$ cat config.mk
export PLATFORM = sky130hd
export DESIGN_NAME = par_int_ctrl
export DESIGN_NICKNAME = d
export VERILOG_FILES = /design/src/rtl/par_int_ctrl.sv
export SDC_FILE = /design/constraint.sdc
export NUM_CORES = 1
export LEC_CHECK = 0
export ABC_AREA = 1
export ABC_CLOCK_PERIOD_IN_PS = 1700
export CELL_PAD_IN_SITES_DETAIL_PLACEMENT = 1
export CELL_PAD_IN_SITES_GLOBAL_PLACEMENT = 1
export CORE_MARGIN = 3
export CORE_UTILIZATION = 35
export DETAILED_ROUTE_END_ITERATION = 8
export GPL_ROUTABILITY_DRIVEN = 1
export PLACE_DENSITY_LB_ADDON = 0.1
export SETUP_SLACK_MARGIN = 0.2
export SLEW_MARGIN = 20
export SYNTH_ARGS = -nofsm -noshare
export SYNTH_HDL_FRONTEND = slang
export SYNTH_SLANG_ARGS = --single-unit
$ cat constraint.sdc
create_clock -name clk_i -period 1.7 [get_ports clk_i]
set_input_delay 0.17 -clock clk_i [delete_from_list [all_inputs] [get_ports clk_i]]
set_output_delay 0.17 -clock clk_i [all_outputs]
set_load 0.01 [all_outputs]
$ cat src/rtl/par_int_ctrl.sv
// Host-side sequencer for the 8-bit parallel interface: one request at a time,
// setup/strobe/release ordering on the interface lines, 4-phase stb/ack with timeouts.
module par_int_ctrl #(
    parameter int SETUP_CYC = 2,
    parameter int TO_CYC    = 16
) (
    input  logic       clk_i,
    input  logic       rst_i,
    input  logic       req_i,
    input  logic [1:0] op_i,
    input  logic [7:0] wdata_i,
    output logic       busy_o,
    output logic       done_o,
    output logic       err_o,
    output logic [7:0] rdata_o,
    output logic       w_r_o,
    output logic [1:0] sel_o,
    output logic [7:0] pdata_out_o,
    input  logic [7:0] pdata_in_i,
    output logic       stb_o,
    input  logic       ack_i
);

    localparam int CNT_MAX = (SETUP_CYC > TO_CYC) ? SETUP_CYC : TO_CYC;
    localparam int CW      = $clog2(CNT_MAX) + 1;
    localparam logic [CW-1:0] SETUP_LOAD = CW'(SETUP_CYC - 1);
    localparam logic [CW-1:0] TO_LOAD    = CW'(TO_CYC - 1);
    localparam logic [CW-1:0] CNT_ONE    = CW'(1);
    localparam logic [CW-1:0] CNT_ZERO   = CW'(0);

    localparam logic [1:0] OP_RD_DIN = 2'b10;
    localparam logic [1:0] OP_INV    = 2'b11;

    typedef enum logic [2:0] {
        ST_IDLE     = 3'd0,
        ST_SETUP    = 3'd1,
        ST_WAIT_ACK = 3'd2,
        ST_WAIT_REL = 3'd3,
        ST_DONE     = 3'd4
    } state_t;

    state_t        state_q;
    logic [CW-1:0] cnt_q;
    logic          busy_q;
    logic          done_q;
    logic          err_q;
    logic          stb_q;
    logic          w_r_q;
    logic [1:0]    sel_q;
    logic [7:0]    pdata_out_q;
    logic [7:0]    rdata_q;

    // Transaction FSM; every output is a register updated alongside the state.
    always_ff @(posedge clk_i or posedge rst_i) begin
        if (rst_i) begin
            state_q     <= ST_IDLE;
            cnt_q       <= CNT_ZERO;
            busy_q      <= 1'b0;
            done_q      <= 1'b0;
            err_q       <= 1'b0;
            stb_q       <= 1'b0;
            w_r_q       <= 1'b1;
            sel_q       <= 2'b00;
            pdata_out_q <= 8'h00;
            rdata_q     <= 8'h00;
        end else begin
            case (state_q)
                ST_IDLE: begin
                    if (req_i) begin
                        sel_q       <= op_i;
                        pdata_out_q <= wdata_i;
                        busy_q      <= 1'b1;
                        if (op_i == OP_INV) begin
                            err_q   <= 1'b1;
                            done_q  <= 1'b1;
                            state_q <= ST_DONE;
                        end else begin
                            err_q   <= 1'b0;
                            w_r_q   <= (op_i == OP_RD_DIN);
                            cnt_q   <= SETUP_LOAD;
                            state_q <= ST_SETUP;
                        end
                    end
                end
                ST_SETUP: begin
                    if (cnt_q == CNT_ZERO) begin
                        stb_q   <= 1'b1;
                        cnt_q   <= TO_LOAD;
                        state_q <= ST_WAIT_ACK;
                    end else begin
                        cnt_q <= cnt_q - CNT_ONE;
                    end
                end
                ST_WAIT_ACK: begin
                    if (ack_i) begin
                        stb_q <= 1'b0;
                        if (sel_q == OP_RD_DIN) begin
                            rdata_q <= pdata_in_i;
                        end
                        cnt_q   <= TO_LOAD;
                        state_q <= ST_WAIT_REL;
                    end else if (cnt_q == CNT_ZERO) begin
                        stb_q   <= 1'b0;
                        err_q   <= 1'b1;
                        done_q  <= 1'b1;
                        state_q <= ST_DONE;
                    end else begin
                        cnt_q <= cnt_q - CNT_ONE;
                    end
                end
                ST_WAIT_REL: begin
                    // Interface lines stay untouched until the peripheral drops ack.
                    if (!ack_i) begin
                        done_q  <= 1'b1;
                        state_q <= ST_DONE;
                    end else if (cnt_q == CNT_ZERO) begin
                        err_q   <= 1'b1;
                        done_q  <= 1'b1;
                        state_q <= ST_DONE;
                    end else begin
                        cnt_q <= cnt_q - CNT_ONE;
                    end
                end
                ST_DONE: begin
                    done_q  <= 1'b0;
                    w_r_q   <= 1'b1;
                    busy_q  <= 1'b0;
                    state_q <= ST_IDLE;
                end
                default: begin
                    state_q <= ST_IDLE;
                    stb_q   <= 1'b0;
                    done_q  <= 1'b0;
                    busy_q  <= 1'b0;
                    w_r_q   <= 1'b1;
                end
            endcase
        end
    end

    assign busy_o      = busy_q;
    assign done_o      = done_q;
    assign err_o       = err_q;
    assign stb_o       = stb_q;
    assign w_r_o       = w_r_q;
    assign sel_o       = sel_q;
    assign pdata_out_o = pdata_out_q;
    assign rdata_o     = rdata_q;

endmodule

== Word-level counts from Yosys, hierarchy flattened ==
Index checks and enable logic that the tools add are counted.
Operators by class
  $add $sub $neg: 1
  multipliers: 0
  div/mod/pow operators: 0
  order comparisons: 0
  equality and inequality tests: 14
  shift operators: 0
  multiplexer cells: 35
  bitwise logic cells: 3
  reduce and logical (&&, ||, !) cells: 15
Operators by type and width (count)
  5-bit two-way mux: 6
  5-bit case mux with 4 select lines: 1
  3-bit two-way mux: 6
  1-bit two-way mux: 16
  2-bit inequality test (second input constant): 6
  3-bit case mux with 4 select lines: 1
  4-bit AND reduction: 3
  3-bit AND reduction: 3
  2-bit == test (second input constant): 3
  3-bit by 2-bit == test with 1-bit output (second input constant): 2
  1-bit case mux with 3 select lines: 2
  2-bit AND reduction: 3
  3-bit OR reduction: 2
  5-bit zero test: 1
  5-bit by 1-bit subtractor with 5-bit output (second input constant): 1
  1-bit case mux with 2 select lines: 2
  1-bit case mux with 4 select lines: 1
  4-bit nonzero test: 1
  3-bit by 1-bit == test with 1-bit output (second input constant): 1
  3-bit == test (second input constant): 1
  3-bit zero test: 1
  3-bit inequality test (second input constant): 1
  1-bit inverter: 3
  3-bit nonzero test: 1
Word-level totals
  register bits: 31
  latch bits: 0
  bits in writable memories: 0
  memory bits (read-only): 0
  bits of input ports: 22
  output and inout port bits: 23
  word-level logic and storage cells: 78
  memories: 0

== Depth between registers and ports, before layout ==
Gate-level depths: netlist of the first run.
  depth after elaboration: 4
  gate-level depth with buffers: 9
  gate-level depth less buffers: 9

== Worst setup path before layout of the first run ==
No wires, ideal clock.
  path type: reg-to-reg
  start: reg cnt_q[0]
  end: reg cnt_q[0]
  library setup time: 125 ps
  arrival: 1438 ps
  data required time: 1575 ps
  path slack: 137 ps
  cell stages (with the launch flop): 9
  buffers on the path: 0
  period minus slack after synthesis: 1563 ps
  cells stage by stage: dfrtp_1 -> inv_1 -> ha_1 -> nand3_2 -> ha_1 -> nand2_1 -> nand3_1 -> o21ai_0 -> o21ai_1
On the way
  cells in the longest elaborated chain, start to end: 4
  elaborated cells between the ends (all ways): 7
  those cells by class: add/sub (1); mux (5); reduce/logical (1)
Ends and longest elaborated chain
  from (decl): RTL line 43  | logic [CW-1:0] cnt_q;
  from (signal assigned): RTL line 91  | cnt_q <= cnt_q - CNT_ONE;
  from (signal assigned): RTL line 108  | cnt_q <= cnt_q - CNT_ONE;
  from (signal assigned): RTL line 121  | cnt_q <= cnt_q - CNT_ONE;
  5-bit by 1-bit subtractor with 5-bit output / 5-bit zero test (equally long branches)
  5-bit two-way mux: RTL line 102, 116
  5-bit two-way mux (on tied branches): RTL line 113, 95
  5-bit case mux with 4 select lines (*): RTL line 67  | case (state_q)
Mark *: on every way between the ends. The rest lies on a longest branch, timed or not. The select of a mux whose other input is x is not followed.
A chain may end at the register's enable or synchronous reset.

== Worst setup path after layout of the first run ==
Ends and elaborated chain as after synthesis.

==> impl_table.tex, run 1 <==
\begin{tabular}{lr}
\hline
Metric & Value \\
\hline
\multicolumn{2}{l}{\textbf{Status}} \\
Status & complete, no violations \\
\multicolumn{2}{l}{\textbf{Cells and area}} \\
Nets & 272 \\
Most common cell after layout, fill and taps aside & sky130\_fd\_sc\_hd\_\_nand2\_1 \\
Inserted Diodes & 0 \\
Fraction of final layout cells sized beyond drive strength 1 & 22.5\% \\
Design area & 2320 sq um \\
Area growth, synth to finish & 42.1\% \\
Most frequent cells in the layout & sky130\_fd\_sc\_hd\_\_nand2\_1, sky130\_fd\_sc\_hd\_\_clkdlybuf4s50\_1, sky130\_fd\_sc\_hd\_\_dfrtp\_1, sky130\_fd\_sc\_hd\_\_inv\_1, sky130\_fd\_sc\_hd\_\_nor2\_1 \\
\multicolumn{2}{l}{\textbf{Min path}} \\
Path type of the worst min-delay path & primary input to asynchronous set/reset pin \\
\multicolumn{2}{l}{\textbf{Die}} \\
Top Ports & 45 \\
Effective utilization at floorplan & 37.0\% \\
Placement Rows & 24 \\
Vertical die dimension & 74.3 um \\
Die span in x & 74.3 um \\
Die outline area & 5520 sq um \\
Total core area & 4410 sq um \\
\multicolumn{2}{l}{\textbf{Route}} \\
First DRT Iteration DRCs & 39 \\
Highest layer used for signal routing & met4 \\
Sum of routed wire length over all layers & 4570 um \\
Metal1 wirelength & 1870 um \\
Vias per std cell & 4.82 \\
Count of vias placed by the detailed router & 1452 \\
Average wire per standard cell & 15.2 um \\
Antenna Violating Nets Remaining & 0 \\
Detailed-routing iteration count for the pre-antenna-repair pass & 4 \\
Total length of routed met2 wires & 2420 um \\
Met3 Routed Length & 229 um \\
Post-route DRC violation count & 0 \\
\multicolumn{2}{l}{\textbf{Clock tree}} \\
H-tree levels & 2 \\
Longest Clk Path Bufs & 2 \\
Clock-pin slew on the worst setup and hold paths & 0.07 ns \\
Cell chosen for the clock root & sky130\_fd\_sc\_hd\_\_clkbuf\_8 \\
Number of sinks handled by clock tree synthesis & 31 \\
Worst-Skew Late Latency & 0.28 ns \\
Clock tree from TritonCTS & yes \\
Number of CTS-inserted buffers & 5 \\
\multicolumn{2}{l}{\textbf{Worst setup path}} \\
Critical setup path kind & register to register \\
Arrival time reported for the critical path endpoint & 1.67 ns \\
Required time worst endpoint & 1.86 ns \\
Kind of launch point of the worst setup path & register \\
Critical path endpoint category & register \\
Critical path fanouts, max & 4 \\
\multicolumn{2}{l}{\textbf{Yosys}} \\
Number of synthesized register bits & 31 \\
Sequential fraction of the synthesis area & 47.6\% \\
Netlist cell types & 24 \\
Synthesized netlist cell count & 189 \\
Average cell area after synthesis & 8.63 sq um \\
Combined area of all synthesized cells & 1630 sq um \\
Net Count, Synth & 213 \\
Synth warn & 0 \\
\multicolumn{2}{l}{\textbf{Placement}} \\
Port bufs & 44 \\
Detail Placement HPWL & 3440 um \\
Post-Place Cell Area & 2160 sq um \\
Routability congestion estimate from global placement & 0.867 \\
\multicolumn{2}{l}{\textbf{Global routing}} \\
Initial antenna violation count & 0 \\
Global-route total usage across every layer & 17.9\% \\
Global route total overflow & 0 \\
Via count of the first global-routing pass & 1631 \\
Wire length of the first global-routing pass & 7540 um \\
Largest net degree at the start of global routing & 32 \\
\multicolumn{2}{l}{\textbf{STA}} \\
Largest clock skew in the final design & 0.00810 ns \\
Slew HR & 73.1\% \\
Pins Over Slew Limit & 0 \\
Setup Viol. Count Final & 0 \\
Slew at the pin closest to its max-slew limit & 0.404 ns \\
Max Clock Freq & 665 MHz \\
Final Hold Violating Endpoints & 0 \\
RSZ-0062 raised after global routing & yes \\
Fin crit share & 88.5\% \\
Setup Total Neg Slack & 0 ns \\
Fin crit period & 1.50 ns \\
\multicolumn{2}{l}{\textbf{Pwr}} \\
Cell leakage power & 1.14 nW \\
Worst-case vdd ir drop & 0.871 mV \\
PD cells & 1880 nW/um\^{}2 \\
Tot Pwr & 4.37 mW \\
\multicolumn{2}{l}{\textbf{Run}} \\
Max-Cap Viols & 0 \\
\hline
\end{tabular}
## stage by stage
stage               hold WS, ns  instances  worst slack (ns)  utilization [%]
finish                    0.274        301             0.196             52.5
floorplan                 0.273        189             0.203                -
detailed placement        0.472        287            0.0873             48.9
global placement          0.465        287             0.195             48.9
global route              0.304        301             0.124             52.5
CTS                       0.290        298             0.209             51.7
## final timing paths
check                      slack [ns]     startpoint    endpoint  cells past startpoint
min reg2reg                      0.49     rdata_o[3]  rdata_o[3]                      2
min                              0.27          rst_i  state_q[2]                      3
max in group asynchronous        1.11          rst_i       w_r_o                      3
max                              0.20       cnt_q[0]    cnt_q[0]                      8
max reg2reg                      0.20       cnt_q[0]    cnt_q[0]                      8
min in group clk_i               0.44  pdata_in_i[4]  rdata_o[4]                      3
## layout make-up
cell class / count / area, sq um
inverters: 29 / 111
flip-flops and latches: 31 / 779
fillers: 529 / 2100
clock buffers: 8 / 100
multi-input cells: 127 / 748
repair buffers: 54 / 514
well taps: 52 / 65.1
## power by group
part | leakage, nW | switching, mW | internal [mW]
Clock | 0.0515 | 0.274 | 0.369
Combinational | 0.708 | 1.29 | 1.14
Sequential | 0.384 | 0.235 | 1.06
## flip-flops by register name, summed over array words and instances, names as in the netlist, 2 cells and up
signal       flops
rdata_o          8
sel_o            2
cnt_q            5
state_q          3
pdata_out_o      8
## per-layer routing
metal	global-route usage, %	up-vias
li1	-	717
met1	20.6	693
met2	32.6	34
met3	5.00	8
met4	5.14	0
met5	0	-
## cell usage after synthesis
| library cell | count | area [sq um] |
|---|---|---|
| sky130_fd_sc_hd__o21ai_1 | 2 | 10.0 |
| sky130_fd_sc_hd__nand2_4 | 1 | 11.3 |
| sky130_fd_sc_hd__inv_2 | 1 | 3.75 |
| sky130_fd_sc_hd__nand3_2 | 2 | 20.0 |
| sky130_fd_sc_hd__o21ai_0 | 10 | 50.1 |
| sky130_fd_sc_hd__o21ai_2 | 8 | 70.1 |
| sky130_fd_sc_hd__ha_1 | 2 | 25.0 |
| sky130_fd_sc_hd__nor2_4 | 2 | 22.5 |
| sky130_fd_sc_hd__nand4_1 | 2 | 12.5 |
| sky130_fd_sc_hd__mux2_4 | 5 | 75.1 |
| sky130_fd_sc_hd__dfstp_2 | 1 | 26.3 |
| sky130_fd_sc_hd__nand2_2 | 3 | 18.8 |
| sky130_fd_sc_hd__nor2_1 | 18 | 67.6 |
| sky130_fd_sc_hd__nand3_4 | 1 | 17.5 |
| sky130_fd_sc_hd__a31oi_1 | 2 | 12.5 |
| sky130_fd_sc_hd__nand3_1 | 11 | 55.1 |
| sky130_fd_sc_hd__inv_1 | 27 | 101 |
| sky130_fd_sc_hd__xor2_1 | 1 | 8.76 |
| sky130_fd_sc_hd__nand2_1 | 48 | 180 |
| sky130_fd_sc_hd__inv_4 | 1 | 6.26 |
| sky130_fd_sc_hd__dfrtp_1 | 30 | 751 |
| sky130_fd_sc_hd__buf_6 | 2 | 22.5 |
| sky130_fd_sc_hd__a21oi_1 | 6 | 30.0 |
| sky130_fd_sc_hd__mux2_2 | 3 | 33.8 |
## worst max-delay path, stage by stage (launching register included)
cell and delay [ns]:
sky130_fd_sc_hd__dfrtp_1 0.40, sky130_fd_sc_hd__inv_2 0.08, sky130_fd_sc_hd__ha_4 0.15, sky130_fd_sc_hd__nand3_2 0.09, sky130_fd_sc_hd__ha_1 0.29, sky130_fd_sc_hd__nand2_1 0.07
sky130_fd_sc_hd__nand3_1 0.08, sky130_fd_sc_hd__o21ai_0 0.14, sky130_fd_sc_hd__o21ai_1 0.08
## cells by family (layout without fill, tap and decap cells)
family                     Yosys count  count (layout)  share of synthesized area, %
AOI/OAI and AO/OA                   28              28                          10.6
xor gates and xnor gates             1               1                         0.537
adders and majority gates            2               2                          1.53
buffers and inverters               31              91                          8.21
DFF                                 31              31                          47.6
muxes                                8               8                          6.67
and+or+nand+nor                     88              88                          24.8
## repair_timing
action / CTS / global route
gates cloned: 0 / 0
setup endpoints to repair: 11 / 17
gates resized for setup: 4 / 7
pin swaps: 1 / 1
buffers inserted: 3 / 3
hold buffers: 0 / 0
Power figures use the tool's default switching activity.
==> run 2, diff against run 1 <==
--- a/config.mk
+++ b/config.mk
@@ -5,12 +5,11 @@
 export SDC_FILE = /design/constraint.sdc
 export NUM_CORES = 1
 export LEC_CHECK = 0
-export ABC_AREA = 1
 export ABC_CLOCK_PERIOD_IN_PS = 1700
 export CELL_PAD_IN_SITES_DETAIL_PLACEMENT = 1
 export CELL_PAD_IN_SITES_GLOBAL_PLACEMENT = 1
 export CORE_MARGIN = 3
-export CORE_UTILIZATION = 35
+export CORE_UTILIZATION = 37
 export DETAILED_ROUTE_END_ITERATION = 8
 export GPL_ROUTABILITY_DRIVEN = 1
 export PLACE_DENSITY_LB_ADDON = 0.1
==> run 2 against run 1 <==
Against the previous run: sequential power is 8% higher; global-route usage grew 3.0 points; wire length grew 18%; largest cell class is now multi-input gates; highest routed layer unchanged.
==> impl_table.tex, run 2 <==
\begin{tabular}{lr}
\hline
Metric & Value \\
\hline
\multicolumn{2}{l}{\textbf{Route}} \\
Count of vias placed by the detailed router & 1369 (-5.7\%) \\
Antenna Violating Nets Remaining & 0 (unchanged) \\
Detailed-routing iteration count for the pre-antenna-repair pass & 4 (unchanged) \\
Average wire per standard cell & 21.3 um (+40\%) \\
Vias per std cell & 5.41 (+12\%) \\
Post-route DRC violation count & 0 (unchanged) \\
First DRT Iteration DRCs & 27 (-31\%) \\
Sum of routed wire length over all layers & 5390 um (+18\%) \\
\multicolumn{2}{l}{\textbf{Clock tree}} \\
Worst-Skew Late Latency & 0.29 ns (about the same) \\
Number of sinks handled by clock tree synthesis & 31 (unchanged) \\
Clock-pin slew on the worst setup and hold paths & 0.07 ns (about the same) \\
H-tree levels & 2 (unchanged) \\
Hold-fix buffers, CTS & 0 (unchanged) \\
Number of CTS-inserted buffers & 5 (unchanged) \\
Cell chosen for the clock root & sky130\_fd\_sc\_hd\_\_clkbuf\_8 \\
Clock tree from TritonCTS & yes \\
Longest Clk Path Bufs & 2 (unchanged) \\
\multicolumn{2}{l}{\textbf{Placement}} \\
Port bufs & 44 (unchanged) \\
Routability congestion estimate from global placement & 0.736 (-15\%) \\
Cell total after placement & 231 (-20\%) \\
Detail Placement HPWL & 3110 um (-9.6\%) \\
Post-Place Cell Area & 2170 sq um (+0.58\%) \\
\multicolumn{2}{l}{\textbf{STA}} \\
Pins Over Slew Limit & 0 (unchanged) \\
Slew at the pin closest to its max-slew limit & 0.400 ns (-0.00396 ns) \\
Setup Viol. Count Final & 0 (unchanged) \\
Fin crit period & 1.68 ns (+0.178 ns) \\
Hold Slack & 0.264 ns (-0.0100 ns) \\
Final Hold Violating Endpoints & 0 (unchanged) \\
Max Clock Freq & 595 MHz (-11\%) \\
Fin crit share & 98.9\% (+10 points) \\
Largest clock skew in the final design & 0.00272 ns (-0.00538 ns) \\
RSZ-0062 raised after global routing & yes \\
Slew HR & 73.4\% (+0.26 points) \\
\multicolumn{2}{l}{\textbf{Global routing}} \\
Global-route total usage across every layer & 20.9\% (+3.0 points) \\
Global route total overflow & 0 (unchanged) \\
Largest net degree at the start of global routing & 32 (unchanged) \\
Wire length of the first global-routing pass & 8070 um (+7.0\%) \\
Via count of the first global-routing pass & 1527 (-6.4\%) \\
Initial antenna violation count & 0 (unchanged) \\
\multicolumn{2}{l}{\textbf{Die}} \\
Top Ports & 45 (unchanged) \\
Total core area & 3850 sq um (-13\%) \\
Die span in x & 70.7 um (-4.8\%) \\
Effective utilization at floorplan & 40.2\% (+3.2 points) \\
Placement Rows & 22 (-8.3\%) \\
Die outline area & 5000 sq um (-9.4\%) \\
Vertical die dimension & 70.7 um (-4.8\%) \\
\multicolumn{2}{l}{\textbf{Min path}} \\
Path type of the worst min-delay path & primary input to asynchronous set/reset pin \\
\multicolumn{2}{l}{\textbf{Pwr}} \\
Switching share of total power & 35.9\% (-5.2 points) \\
Relative contribution of sequential cells to total power & 28.5\% (-1.2 points) \\
Part of the total power dissipated in the clock network & 13.3\% (-1.4 points) \\
Tot Pwr & 4.91 mW (+12\%) \\
Reported net switching power & 1.76 mW (-1.8\%) \\
Cell leakage power & 1.18 nW (+3.1\%) \\
PD cells & 1930 nW/um\^{}2 (+2.2\%) \\
Worst-case vdd ir drop & 0.992 mV (+14\%) \\
Pint & 3.15 mW (+22\%) \\
Share of total power in combinational logic & 58.3\% (+2.8 points) \\
\multicolumn{2}{l}{\textbf{Run}} \\
Max-Cap Viols & 0 (unchanged) \\
\multicolumn{2}{l}{\textbf{Worst setup path}} \\
Kind of launch point of the worst setup path & register \\
Reg2Reg Depth & 8 (unchanged) \\
Endpoint of the most critical register-to-register path & cnt\_q[0] \\
Critical path endpoint category & register \\
Critical path fanouts, max & 2 (-2) \\
Reg-to-reg slack, setup & 0.02 ns (-0.18 ns) \\
Required time worst endpoint & 1.88 ns (+0.02 ns) \\
Critical setup path kind & register to register \\
Arrival time reported for the critical path endpoint & 1.86 ns (+0.19 ns) \\
Launching point of the worst reg2reg path & cnt\_q[1] \\
\multicolumn{2}{l}{\textbf{Yosys}} \\
Net Count, Synth & 149 (-30\%) \\
Top post-synthesis cells by area & sky130\_fd\_sc\_hd\_\_dfrtp\_1, sky130\_fd\_sc\_hd\_\_mux2\_4, sky130\_fd\_sc\_hd\_\_mux2\_2, sky130\_fd\_sc\_hd\_\_a21oi\_1, sky130\_fd\_sc\_hd\_\_inv\_1 \\
Count of flip-flops with a built-in enable after synthesis & 0 (unchanged) \\
Most instantiated cells after synthesis & sky130\_fd\_sc\_hd\_\_dfrtp\_1, sky130\_fd\_sc\_hd\_\_mux2\_4 \\
Most frequently used cell type in the post-synthesis netlist & sky130\_fd\_sc\_hd\_\_dfrtp\_1 \\
Combined area of all synthesized cells & 1550 sq um (-5.1\%) \\
Synth warn & 0 (unchanged) \\
Number of synthesized register bits & 31 (unchanged) \\
Area share of the largest cell type after synthesis & 48.5\% (+2.5 points) \\
Largest area contributor in the netlist & sky130\_fd\_sc\_hd\_\_dfrtp\_1 \\
Average cell area after synthesis & 12.4 sq um (+44\%) \\
Netlist cell types & 44 (+83\%) \\
Most common flop cell mapped by yosys & sky130\_fd\_sc\_hd\_\_dfrtp\_1 \\
Share of flip-flops with an asynchronous set or reset after synthesis & 100\% (unchanged) \\
Synthesized netlist cell count & 125 (-34\%) \\
Sequential fraction of the synthesis area & 50.2\% (+2.5 points) \\
\multicolumn{2}{l}{\textbf{Cells and area}} \\
Area growth, synth to finish & 64.7\% \\
Most common cell after layout, fill and taps aside & sky130\_fd\_sc\_hd\_\_clkdlybuf4s50\_1 \\
Nets & 228 (-16\%) \\
Design area & 2550 sq um (+10\%) \\
Fraction of final layout cells sized beyond drive strength 1 & 43.9\% (+21 points) \\
Most frequent cells in the layout & sky130\_fd\_sc\_hd\_\_clkdlybuf4s50\_1, sky130\_fd\_sc\_hd\_\_dfrtp\_1, sky130\_fd\_sc\_hd\_\_buf\_4, sky130\_fd\_sc\_hd\_\_mux2\_4 \\
End-of-flow core utilization & 66.2\% (+14 points) \\
FILL cells & 393 (-26\%) \\
Final non-filler cell total & 253 (-16\%) \\
Area of the multi-input gates & 838 sq um (+12\%) \\
Flip-flop and latch area & 779 sq um (unchanged) \\
Inserted Diodes & 0 (unchanged) \\
\multicolumn{2}{l}{\textbf{Status}} \\
Status & complete, no violations \\
\hline
\end{tabular}
-- run 2: changes by cell type after synthesis, sizes merged, moves of 3 or more --
cell | previous run | this run
inv | 29 | 9
mux2 | 8 | 18
nand2 | 52 | 7
nand2b | 0 | 3
nand3 | 14 | 1
nand3b | 0 | 4
nor2 | 20 | 9
o21ai | 20 | 2
-- run 2: cells by family (layout without fill, tap and decap cells) --
| family | after synthesis | count (layout) | share of synthesized area [%] |
|---|---|---|---|
| AO/OA/AOI/OAI | 25 | 25 | 11.8 |
| AND/OR/NAND/NOR | 32 | 32 | 14.6 |
| multiplexers | 18 | 18 | 15.3 |
| buffers and inverters | 15 | 95 | 5.33 |
| adder cells (fa/ha/maj) | 3 | 3 | 2.26 |
| flip-flops | 31 | 31 | 50.2 |
| XOR/XNOR | 1 | 1 | 0.566 |
-- run 2: how the worst max path moves through the flow --
stage / start / depth (start not counted) / slack, ns / end
5_1_grt: cnt_q[1] / 8 / -0.09 / cnt_q[0]
3_5_place_dp: req_i / 5 / -0.08 / pdata_out_o[0]
4_1_cts: cnt_q[1] / 8 / 0.03 / cnt_q[0]
3_3_place_gp: req_i / 5 / -0.03 / pdata_out_o[1]
6_report: cnt_q[1] / 8 / 0.02 / cnt_q[0]
2_1_floorplan: cnt_q[1] / 8 / -0.06 / cnt_q[0]
-- run 2: routing by layer --
| metal | share of wire [%] | vias to the layer above | track usage (%) |
|---|---|---|---|
| li1 | - | 599 | - |
| met1 | 42 | 693 | 23.2 |
| met2 | 49 | 59 | 36.6 |
| met3 | 5.2 | 18 | 6.82 |
| met4 | 3.9 | 0 | 8.77 |
| met5 | 0 | - | 0 |
-- run 2: worst max-delay path, cell delays in order (launching register included) --
cell and delay, ns:
sky130_fd_sc_hd__dfrtp_1 0.39, sky130_fd_sc_hd__inv_2 0.09, sky130_fd_sc_hd__ha_4 0.13, sky130_fd_sc_hd__nor4b_4 0.23
sky130_fd_sc_hd__inv_2 0.10, sky130_fd_sc_hd__ha_4 0.22, sky130_fd_sc_hd__nand3b_1 0.16, sky130_fd_sc_hd__a21oi_2 0.17
sky130_fd_sc_hd__a21oi_2 0.07
-- run 2: area by class of cell --
| cell class | instances | area share, % |
|---|---|---|
| clock buffers | 8 | 3.92 |
| inverters | 9 | 1.32 |
| multi-input cells | 79 | 32.9 |
| flip-flops and latches | 31 | 30.6 |
| well taps | 48 | 2.35 |
| repair buffers | 78 | 29.0 |
-- run 2: power by group through the flow --
stage / logic [mW] / registers [mW] / clock network (mW)
detailed placement: 2.19 / 1.38 / 0
floorplan: 1.09 / 1.45 / 0
finish: 2.86 / 1.40 / 0.652
global route: 3.03 / 1.44 / 0.715
global placement: 2.09 / 1.35 / 0
CTS: 2.59 / 1.37 / 0.651
-- run 2: per-stage QoR --
step                      worst slack (ns)  setup TNS [ns]
after floorplan                    -0.0613         -0.0613
after global placement             -0.0291          -0.309
after detailed placement           -0.0788          -0.850
after CTS                           0.0268               0
after global routing               -0.0879          -0.203
final                               0.0182               0
-- run 2: timing repair --
action	CTS	global route
buffers inserted	10	3
endpoints found under the setup margin	29	29
pin swaps	13	10
gates resized for setup	26	17
endpoints found under the hold margin	0	0
cloned	1	0
